## src/rtl/dual_key_encoder_74x148.sv

```systemverilog
// Dual-channel debounced 8-to-3 style key encoder (74x148-like priority
// encoding of four active-low request lines per channel). Each channel
// registers its request lines, debounces the priority code over DB_CYCLES
// consecutive matching samples, presents the code until acknowledged, and
// then waits for the key to be released before accepting another press.

module dual_key_encoder_channel #(
    parameter int DB_CYCLES = 4
) (
    input  logic       clk,
    input  logic       rst_n,
    input  logic       en_l,
    input  logic [3:0] req_l,
    input  logic       ack,
    output logic [1:0] code,
    output logic       valid,
    output logic       gs_l
);

    typedef enum logic [1:0] {
        ST_IDLE     = 2'd0,
        ST_DEBOUNCE = 2'd1,
        ST_PRESENT  = 2'd2,
        ST_RELEASE  = 2'd3
    } state_t;

    // Terminal count: the sample that completes a run of DB_CYCLES matches.
    localparam logic [3:0] DB_LAST = 4'(DB_CYCLES - 1);

    // Priority code: index of the highest-numbered low (active) request bit.
    function automatic logic [1:0] prio_code(input logic [3:0] lines_l);
        logic [1:0] result;
        if (lines_l[3] == 1'b0) begin
            result = 2'd3;
        end else if (lines_l[2] == 1'b0) begin
            result = 2'd2;
        end else if (lines_l[1] == 1'b0) begin
            result = 2'd1;
        end else begin
            result = 2'd0;
        end
        return result;
    endfunction

    state_t     state_r, state_s;
    logic [3:0] ireg_r;
    logic [1:0] cand_r, cand_s;
    logic [3:0] cnt_r, cnt_s;
    logic [1:0] a_r, a_s;
    logic       valid_r, valid_s;
    logic       gs_l_r, gs_l_s;
    logic       active_s;
    logic [1:0] cur_code_s;

    // Decode the registered request lines; every FSM decision uses these.
    always_comb begin
        active_s   = ~(&ireg_r);
        cur_code_s = prio_code(ireg_r);
    end

    // Next-state and output logic for the debounce / present / release FSM.
    always_comb begin
        state_s = state_r;
        cand_s  = cand_r;
        cnt_s   = cnt_r;
        a_s     = a_r;
        valid_s = valid_r;
        // Group select tracks the request lines as they are captured.
        gs_l_s  = ~((~(&req_l)) & ~en_l);

        if (en_l) begin
            // Disabled channel drops any pending code but keeps the last A.
            state_s = ST_IDLE;
            cnt_s   = 4'd0;
            valid_s = 1'b0;
        end else begin
            case (state_r)
                ST_IDLE: begin
                    if (active_s) begin
                        cand_s  = cur_code_s;
                        cnt_s   = 4'd1;
                        state_s = ST_DEBOUNCE;
                    end else begin
                        state_s = ST_IDLE;
                    end
                end
                ST_DEBOUNCE: begin
                    if (!active_s) begin
                        state_s = ST_IDLE;
                        cnt_s   = 4'd0;
                    end else if (cur_code_s != cand_r) begin
                        // A different key won priority: restart the run.
                        cand_s = cur_code_s;
                        cnt_s  = 4'd1;
                    end else if (cnt_r == DB_LAST) begin
                        a_s     = cand_r;
                        valid_s = 1'b1;
                        cnt_s   = 4'd0;
                        state_s = ST_PRESENT;
                    end else begin
                        cnt_s = cnt_r + 4'd1;
                    end
                end
                ST_PRESENT: begin
                    if (ack) begin
                        valid_s = 1'b0;
                        state_s = ST_RELEASE;
                    end else begin
                        state_s = ST_PRESENT;
                    end
                end
                ST_RELEASE: begin
                    // One press yields one code: wait for the key to go up.
                    if (!active_s) begin
                        state_s = ST_IDLE;
                    end else begin
                        state_s = ST_RELEASE;
                    end
                end
                default: begin
                    state_s = ST_IDLE;
                    cnt_s   = 4'd0;
                    valid_s = 1'b0;
                end
            endcase
        end
    end

    // State, input capture and output registers with asynchronous reset.
    always_ff @(posedge clk or negedge rst_n) begin
        if (!rst_n) begin
            ireg_r  <= 4'b1111;
            state_r <= ST_IDLE;
            cand_r  <= 2'd0;
            cnt_r   <= 4'd0;
            a_r     <= 2'd0;
            valid_r <= 1'b0;
            gs_l_r  <= 1'b1;
        end else begin
            ireg_r  <= req_l;
            state_r <= state_s;
            cand_r  <= cand_s;
            cnt_r   <= cnt_s;
            a_r     <= a_s;
            valid_r <= valid_s;
            gs_l_r  <= gs_l_s;
        end
    end

    // Outputs come straight from registers.
    always_comb begin
        code  = a_r;
        valid = valid_r;
        gs_l  = gs_l_r;
    end

endmodule

module dual_key_encoder_74x148 #(
    parameter int DB_CYCLES = 4
) (
    input  logic       CLK,
    input  logic       RST_L,
    input  logic       E1_L,
    input  logic       E2_L,
    input  logic [3:0] I1_L,
    input  logic [3:0] I2_L,
    input  logic       ACK1,
    input  logic       ACK2,
    output logic [1:0] A1,
    output logic [1:0] A2,
    output logic       VALID1,
    output logic       VALID2,
    output logic       GS1_L,
    output logic       GS2_L
);

    dual_key_encoder_channel #(
        .DB_CYCLES (DB_CYCLES)
    ) u_ch1 (
        .clk   (CLK),
        .rst_n (RST_L),
        .en_l  (E1_L),
        .req_l (I1_L),
        .ack   (ACK1),
        .code  (A1),
        .valid (VALID1),
        .gs_l  (GS1_L)
    );

    dual_key_encoder_channel #(
        .DB_CYCLES (DB_CYCLES)
    ) u_ch2 (
        .clk   (CLK),
        .rst_n (RST_L),
        .en_l  (E2_L),
        .req_l (I2_L),
        .ack   (ACK2),
        .code  (A2),
        .valid (VALID2),
        .gs_l  (GS2_L)
    );

endmodule
```

## config.mk

```make
export PLATFORM = sky130hd
export DESIGN_NAME = dual_key_encoder_74x148
export DESIGN_NICKNAME = d
export VERILOG_FILES = /design/src/rtl/dual_key_encoder_74x148.sv
export SDC_FILE = /design/constraint.sdc
export NUM_CORES = 1
export LEC_CHECK = 0
export ABC_AREA = 1
export BUFFER_PORTS_ARGS = -buffer_cell sky130_fd_sc_hd__buf_4
export CELL_PAD_IN_SITES_DETAIL_PLACEMENT = 1
export CELL_PAD_IN_SITES_GLOBAL_PLACEMENT = 2
export CORE_MARGIN = 3
export CORE_UTILIZATION = 36
export CTS_BUF_LIST = sky130_fd_sc_hd__clkbuf_16
export CTS_CLUSTER_DIAMETER = 30
export DETAILED_ROUTE_END_ITERATION = 10
export PLACE_DENSITY_LB_ADDON = 0.1
export SLEW_MARGIN = 10
export SYNTH_ARGS = -nofsm -noshare
export SYNTH_HDL_FRONTEND = slang
export SYNTH_SLANG_ARGS = --single-unit
```

## constraint.sdc

```tcl
create_clock -name CLK -period 2.36 [get_ports CLK]
set_input_delay 0.118 -clock CLK [delete_from_list [all_inputs] [get_ports CLK]]
set_output_delay 0.118 -clock CLK [all_outputs]
set_load 0.02 [all_outputs]
```

==> flow_summary.yaml, run 1 <==
cts:
  clock-sinks: 32
  post-cts-setup-buffers: 0
  htree_levels: 2
  ctsResizeCount: 0
  cts_tree: "built"
  clkLatencyLatePin_ns: 0.28
  clk_path_buf_depth: 2
  cts.root.buffer_cell: "clkbuf_16"
  clk_pin_slew_ns: 0.05
  cts_buffers: 5
logic_synthesis:
  synth_fp_nets: 233
  synthFlopType: "dfrtp_1"
  synthArstFlopShare_pct: 100.0
  synth_area_sq_um: 1757
  synth.distinct_cells: 28
  synth_edf_count: 0
  netlist_top_cells_area: "dfrtp_1 (31%), nand2_1 (15%), dfstp_2 (15%), nand3_1 (5.7%), inv_1 (5.1%)"
  synth_top_cells_by_count: "nand2_1 (71), inv_1 (24), dfrtp_1 (22)"
  synthCells: 217
  ys_seq_area_share_pct: 46.30
  syn_avg_cell_area_sq_um: 8.095
  synth_top_area_share_pct: 31.34
  yosys_warnings: 0
  synth.most_common_cell: "nand2_1"
  yosys.area.top_type: "dfrtp_1"
  ys_seq_elements: 32
grt:
  grt_pass1_wl_mm: 7.631
  grt_max_degree: 33
  grt-ovfl-total: 0
  grt_pass1_vias: 1635
  track_usage_pct: 18.11
  antenna_found_initial: 0
route:
  num_vias: 1536
  viasPerCell: 4.800
  firstDrtPassIters: 4
  routed_wl_mm: 4.485
  final_antenna_net_count: 0
  drtIter0Drc: 66
  drc_errors: 0
  wire_per_inst_um: 14.02
status:
  outcome: "completed"
layout:
  fillers: 563
  final_cell_area_sq_um: 2250
  final_nets: 270
  syn2layout_area_growth_pct: 28.06
  diodes: 0
  finalNonFillerCells: 320
  layout-drive-gt1-share_pct: 25.49
run:
  maxCapViolCount: 0
worst_setup_path:
  crit_family: "simple AND/OR/NAND/NOR gates"
  worstPathArrival_ns: 1.64
  cp_data_required_time_ns: 2.51
  slowest_stage: "dfstp_2"
  cp-end-kind: "flip-flop"
  cpPeakStageDelay_ns: 0.55
  cp-start-kind: "flip-flop"
  cp_max_fo: 6
  crit_buf_inv: 0
  worstSetupPathType: "reg2reg"
  cp_cell_sequence: "nand2_2 -> nor2_4 -> nand2_1 -> nand2_1 -> nor2_2 -> nand3_1 -> nand3_1"
placed_design:
  dp_hpwl_mm: 3.380
  place_inst: 303
  gp_congestion: 0.8476
  port_buffers: 21
  dpl_cell_area_sq_um: 1996
die:
  io-pin-count: 22
  core_area_sq_um: 4534
  die-area_sq_um: 5754
  die_x_um: 75.86
  start_util_pct: 38.74
  die_height_um: 75.86
  fp-row-count: 24
timing:
  finalCritPeriodShare_pct: 63.23
  max_freq_mhz: 670.2
  worst_slew_pin_slew_ns: 0.4217
  skew_ns: 0.005177
  finalHoldViolCount: 0
  slew_headroom_pct: 71.89
  drv_slew: 0
  setup_viol: 0
  tns_ns: 0
  rsz0062_at_grt: "false"
  fin_crit_ns: 1.492
pwr:
  p_per_area_nw_per_um2: 967.6
  ir_worst_vdd_v: 0.0004673
  p_leak_nw: 1.147
  power.total_mw: 2.177
min_path:
  hold_path_class: "in2reg"
through the flow:
stage | hold WS [ns] | setup slack [ns] | utilization [%]
4_1_cts | 0.08675 | 0.8484 | 49.61
2_1_floorplan | -0.1776 | 1.077 | -
3_5_place_dp | 0.09075 | 0.8854 | 44.01
6_report | 0.08441 | 0.8679 | 49.61
3_3_place_gp | 0.08016 | 0.9119 | 44.01
5_1_grt | 0.1210 | 0.7122 | 49.61
where the power goes:
part / internal [mW] / total, mW / switching (mW)
clock network: 0.491 / 0.717 / 0.226
logic: 0.239 / 0.705 / 0.466
registers: 0.658 / 0.754 / 0.0961
total: 1.39 / 2.18 / 0.788
state kept, by name, indices dropped and copies added (netlist names):
name and count:
u_ch2.valid 1, u_ch2.code 2, u_ch1.code 2, u_ch1.gs_l 1, u_ch2.state_r 2, u_ch2.ireg_r 4
u_ch1.cand_r 2, u_ch1.valid 1, u_ch2.cnt_r 4, u_ch1.cnt_r 4, u_ch1.ireg_r 4, u_ch1.state_r 2
u_ch2.cand_r 2, u_ch2.gs_l 1
cell usage in the layout, fill, tap and decap left out, types with 2 or more instances in the layout:
cell type / netlist / layout
o21ai_0: 4 / 4
nand3_1: 20 / 20
nand2_2: 8 / 8
nor2_2: 2 / 2
nand3_2: 3 / 3
a21oi_1: 5 / 5
clkbuf_16: 0 / 5
nor2_1: 14 / 14
buf_4: 0 / 21
dlygate4sd3_1: 0 / 9
inv_1: 24 / 25
nor2_4: 5 / 5
inv_2: 3 / 3
nand2_1: 71 / 71
nand4_1: 10 / 10
xor2_1: 2 / 2
dfrtp_1: 22 / 22
dfstp_2: 10 / 10
ha_1: 2 / 2
cells by family after synthesis:
logic type / synth area share (%)
flops: 46.30
buf+inv: 5.769
fa+ha+maj: 1.424
simple gates: 40.31
compound gates: 4.701
xor+xnor: 1.496
cell type report:
type                            instances  area [sq um]  share of cell area, %
Inverter                               27         101.3                  4.505
Multi-Input combinational cell        158         842.1                  37.43
Clock buffer                            5         125.1                  5.562
Timing Repair Buffer                   30         247.7                  11.01
Clock inverter                          3         38.79                  1.724
Sequential cell                        32         813.3                  36.15
Tap cell                               65         81.33                  3.615
metal layers:
layer | vias to the layer above | part of all wire (%) | track usage, %
met3 | 6 | 3.6 | 4.354
met4 | 0 | 1.5 | 7.961
li1 | 777 | - | -
met5 | - | 0 | 0
met2 | 26 | 45 | 26.43
met1 | 727 | 50 | 25.33
path summary, 6_finish.rpt:
check                                start          endpoint  slack, ns  cells after the start
max                        u_ch1.ireg_r[3]    u_ch1.cnt_r[0]       0.87                      7
min                                   E1_L  u_ch1.state_r[0]       0.08                      2
max reg2reg                u_ch1.ireg_r[3]    u_ch1.cnt_r[0]       0.87                      7
min reg2reg                  u_ch1.code[1]     u_ch1.code[1]       0.49                      2
max in group asynchronous            RST_L        u_ch2.gs_l       1.70                      2
min in group asynchronous            RST_L       u_ch2.valid       0.33                      2
repair_timing:
action                                  in CTS  in global routing
endpoints found under the setup margin       0                  0
hold buffers                                 9                  0
endpoints found under the hold margin       30                  0
Power figures use the tool's default switching activity.
==> run 2, diff against run 1 <==
--- a/config.mk
+++ b/config.mk
@@ -10,7 +10,7 @@
 export CELL_PAD_IN_SITES_DETAIL_PLACEMENT = 1
 export CELL_PAD_IN_SITES_GLOBAL_PLACEMENT = 2
 export CORE_MARGIN = 3
-export CORE_UTILIZATION = 36
+export CORE_UTILIZATION = 34
 export CTS_BUF_LIST = sky130_fd_sc_hd__clkbuf_16
 export CTS_CLUSTER_DIAMETER = 30
 export DETAILED_ROUTE_END_ITERATION = 10
==> constraint.sdc (replaced) <==
create_clock -name CLK -period 1.5 [get_ports CLK]
set_input_delay 0.075 -clock CLK [delete_from_list [all_inputs] [get_ports CLK]]
set_output_delay 0.075 -clock CLK [all_outputs]
set_load 0.02 [all_outputs]
==> run 2 against run 1 <==
  * Clock skew shrank 0.00062 ns
  * Largest cell class unchanged
  * Routed wire length shrank 1.9%
  * Sequential power grew 55%
  * Sequential share of layout area shrank 1.4 points
  * Combinational power grew 72%
  * Total power grew 62%
  * Count of clock-buffer cells in the layout is the same
  * Core utilization shrank 1.3 points
  * Highest routed layer unchanged
  * Worst setup slack lost 0.75 ns
==> flow_summary.yaml, run 2 (synthesis gave the netlist of run 1 again) <==
status:
  outcome: "completed"
die:
  io-pin-count: 22
  fp-row-count: 25
  die_x_um: 77.88
  die-area_sq_um: 6065
  start_util_pct: 36.23
  die_height_um: 77.88
  core_area_sq_um: 4848
pwr:
  p_per_area_nw_per_um2: 1503
  ir_worst_vdd_v: 0.0008217
  p_leak_nw: 1.192
  power.total_mw: 3.521
layout:
  diodes: 0
  final_nets: 278
  post-route-util_pct: 48.34
  final_cell_area_sq_um: 2344
  fillers: 612
  layout-drive-gt1-share_pct: 29.66
  syn2layout_area_growth_pct: 33.40
  final_common_cell: "nand2_1"
  final_cell_mix: "nand2_1 (69), buf_4 (29), inv_1 (24)"
timing:
  skew_ns: 0.004553
  fin_crit_ns: 1.381
  setup_viol: 0
  slew_headroom_pct: 72.41
  worst_slew_pin_slew_ns: 0.4138
  finalHoldViolCount: 0
  finalCritPeriodShare_pct: 92.09
  rsz0062_at_grt: "true"
  max_freq_mhz: 723.9
  tns_ns: 0
  drv_slew: 0
worst_setup_path:
  slowest_stage: "dfstp_2"
  cp-start-kind: "flip-flop"
  cp_cell_sequence: "nand2_1 -> nor2_4 -> buf_4 -> inv_1 -> nand2_1 -> nor2_1 -> nand2_1 -> a21oi_1"
  worstPathArrival_ns: 1.54
  crit_family: "flip-flops"
  crit_path_frequent_cell: "nand2_1"
  crit_buf_inv: 2
  cp_data_required_time_ns: 1.66
  worstSetupPathType: "reg2reg"
  cp-end-kind: "flip-flop"
  cpPeakStageDelay_ns: 0.53
  cp_max_fo: 6
grt:
  grt_pass1_vias: 1573
  track_usage_pct: 15.85
  grt_max_degree: 33
  antenna_found_initial: 0
  grt_pass1_wl_mm: 7.631
  grt-ovfl-total: 0
min_path:
  hold_path_class: "in2reg"
placed_design:
  dp_hpwl_mm: 3.305
  port_buffers: 21
  gp_congestion: 0.7786
  dpl_cell_area_sq_um: 2036
route:
  drc_errors: 0
  routed_wl_mm: 4.402
  wire_per_inst_um: 13.34
  final_antenna_net_count: 0
  viasPerCell: 4.785
  firstDrtPassIters: 4
  drtIter0Drc: 35
  num_vias: 1579
cts:
  cts_buffers: 5
  clk_path_buf_depth: 2
  cts_tree: "built"
  cts.root.buffer_cell: "clkbuf_16"
  clock-sinks: 32
  htree_levels: 2
  clk_pin_slew_ns: 0.05
  clkLatencyLatePin_ns: 0.27
run:
  maxCapViolCount: 0
## run 2: report_power, final
group          switching, mW  total (mW)  internal, mW
sequential             0.139        1.17          1.04
combinational          0.770        1.21         0.439
clock                  0.367        1.14         0.771
## run 2: per-layer routing
layer	GRT usage, %	part of all wire, %	vias up	routed length, um
li1	-	-	789	-
met1	22.99	52	760	2303
met4	4.804	0.98	0	43
met5	0	0	-	0
met2	23.37	44	25	1918
met3	3.480	3.1	5	137
## run 2: worst paths after layout
kind                                  from                to  slack (ns)  depth (start not counted)
max in group asynchronous            RST_L        u_ch2.gs_l        0.88                          2
min in group asynchronous            RST_L    u_ch2.cnt_r[2]        0.29                          2
max                        u_ch1.ireg_r[1]       u_ch1.valid        0.12                          8
min                                   E1_L  u_ch1.state_r[0]        0.02                          2
max reg2reg                u_ch1.ireg_r[1]       u_ch1.valid        0.12                          8
min reg2reg                u_ch1.cand_r[1]   u_ch1.cand_r[1]        0.48                          2
## run 2: layout make-up
| type | instances | area, sq um | share of cell area [%] |
|---|---|---|---|
| Inverter | 27 | 101.3 | 4.325 |
| Timing Repair Buffer | 38 | 307.8 | 13.13 |
| Clock inverter | 3 | 37.54 | 1.602 |
| Multi-Input combinational cell | 158 | 874.6 | 37.32 |
| Clock buffer | 5 | 125.1 | 5.339 |
| Tap cell | 67 | 83.83 | 3.577 |
| Sequential cell | 32 | 813.3 | 34.70 |
## run 2: timing repair
action | CTS | global route
endpoints found under the setup margin | 0 | 11
endpoints found under the hold margin | 30 | 0
setup buffers | 0 | 3
resized for setup | 0 | 8
hold buffers | 9 | 0
## run 2: through the flow
step	cells	hold slack [ns]	setup slack [ns]
global route	330	0.02978	-0.03068
global placement	310	0.04272	0.03570
CTS	327	0.01790	0.03380
floorplan	217	-0.2206	0.2170
finish	330	0.02027	0.1187
detailed placement	310	0.04249	0.05066
==> run 3, diff against run 2 <==
--- a/config.mk
+++ b/config.mk
@@ -9,7 +9,6 @@
 export BUFFER_PORTS_ARGS = -buffer_cell sky130_fd_sc_hd__buf_4
 export CELL_PAD_IN_SITES_DETAIL_PLACEMENT = 1
 export CELL_PAD_IN_SITES_GLOBAL_PLACEMENT = 2
-export CORE_MARGIN = 3
 export CORE_UTILIZATION = 34
 export CTS_BUF_LIST = sky130_fd_sc_hd__clkbuf_16
 export CTS_CLUSTER_DIAMETER = 30
==> run 3 against run 2 <==
  * Count of clock-buffer cells in the layout unchanged
  * Total power hardly changed
  * Clock power about the same
  * Critical endpoint is now u_ch1.state_r[0]
  * First-iteration DRC count grew 49%
  * Clock skew grew 0.0027 ns
  * Die area is 10% lower
  * Combinational power hardly changed
  * Sequential share of layout area decreased by 0.18 points
==> flow_summary.yaml, run 3 (synthesis gave the netlist of run 1 again) <==
die:
  fp-row-count: 25
  core_area_sq_um: 4848
  io-pin-count: 22
  die_height_um: 73.88
  start_util_pct: 36.23
  die_x_um: 73.88
  die-area_sq_um: 5458
grt:
  grt_max_degree: 33
  grt_pass1_vias: 1652
  antenna_found_initial: 0
  track_usage_pct: 18.68
  grt_pass1_wl_mm: 7.617
  grt-ovfl-total: 0
timing:
  setup_viol: 0
  slew_headroom_pct: 72.27
  fin_crit_ns: 1.412
  skew_ns: 0.007227
  worst_slew_pin_slew_ns: 0.4160
  drv_slew: 0
  rsz0062_at_grt: "true"
  finalCritPeriodShare_pct: 94.15
  max_freq_mhz: 708.1
  finalHoldViolCount: 0
min_path:
  hold_start: "E1_L"
  hold_path_class: "in2reg"
layout:
  post-route-util_pct: 48.59
  layout-drive-gt1-share_pct: 30.42
  fillers: 611
  final_cell_mix: "nand2_1 (68), buf_4 (29), inv_1 (24)"
  finalNonFillerCells: 330
  final_common_cell: "nand2_1"
  final_nets: 278
  diodes: 0
  syn2layout_area_growth_pct: 34.12
route:
  routed_wl_mm: 4.389
  viasPerCell: 4.824
  wire_per_inst_um: 13.30
  drc_errors: 0
  drtIter0Drc: 52
  final_antenna_net_count: 0
  firstDrtPassIters: 4
  num_vias: 1592
cts:
  cts_buffers: 5
  clk_pin_slew_ns: 0.06
  clock-sinks: 32
  clkLatencyLatePin_ns: 0.27
  cts.root.buffer_cell: "clkbuf_16"
  clk_path_buf_depth: 2
  cts_tree: "built"
  htree_levels: 2
pwr:
  p_leak_nw: 1.196
  ir_worst_vdd_v: 0.0007616
  p_per_area_nw_per_um2: 1495
worst_setup_path:
  cp-start-kind: "flip-flop"
  cp_data_required_time_ns: 1.65
  cp-end-kind: "flip-flop"
  worstPathArrival_ns: 1.57
  worstSetupPathType: "reg2reg"
  r2r_start: "u_ch1.ireg_r[3]"
  crit_start: "u_ch1.ireg_r[3]"
  cp_max_fo: 5
placed_design:
  place_inst: 311
  gp_congestion: 0.7480
  dp_hpwl_mm: 3.236
  port_buffers: 21
run:
  maxCapViolCount: 0
status:
  outcome: "completed"
[run 3: path summary, 6_finish.rpt]
check | endpoint | slack (ns) | depth (start not counted)
setup / recovery | u_ch1.state_r[0] | 0.09 | 6
setup reg to reg | u_ch1.state_r[0] | 0.09 | 6
hold reg to reg | u_ch2.code[0] | 0.48 | 2
hold / removal | u_ch1.state_r[0] | 0.04 | 2
min in group asynchronous | u_ch2.state_r[0] | 0.29 | 2
max in group asynchronous | u_ch1.ireg_r[0] | 0.88 | 2
[run 3: critical path: stages (launching register included)]
cell     delay, ns
dfstp_2       0.56
nand2_4       0.08
xor2_2        0.21
and2_4        0.21
nand2_1       0.09
nand2_1       0.06
o21ai_0       0.08
[run 3: what timing repair did]
item,in CTS,in global routing
setup buffers,0,2
setup endpoints to repair,0,11
endpoints found under the hold margin,30,0
gates resized for setup,0,11
hold buffers,9,0
[run 3: cell type report]
cell class	instances	area (sq um)	area share [%]
multi-input combinational	158	887.1	37.65
sequential	32	813.3	34.52
timing repair buffer	38	307.8	13.06
clock buffer	5	125.1	5.311
inverter	27	101.3	4.302
tap	67	83.83	3.558
clock inverter	3	37.54	1.593
[run 3: layer usage]
layer | vias up | track usage (%) | routed length, um
met5 | - | 0 | 0
met4 | 0 | 5.128 | 27
met3 | 2 | 3.841 | 96
met2 | 21 | 29.97 | 2036
met1 | 778 | 25.47 | 2229
li1 | 791 | - | -
[run 3: metrics by stage]
stage	setup WS (ns)	hold slack [ns]	setup TNS [ns]	total power [mW]	cell area, sq um
finish	0.08773	0.03570	0	3.523	2356
detailed placement	0.04687	0.04354	0	2.321	2043
floorplan	0.2170	-0.2206	0	1.974	1757
CTS	0.03753	0.04142	0	3.508	2296
global route	-0.01243	0.06033	-0.02134	3.769	2356
global placement	0.03815	0.04277	0	2.311	2043
[run 3: where the power goes]
part / internal (mW) / switching, mW
Sequential: 1.04 / 0.145
Combinational: 0.431 / 0.776
Clock: 0.771 / 0.365
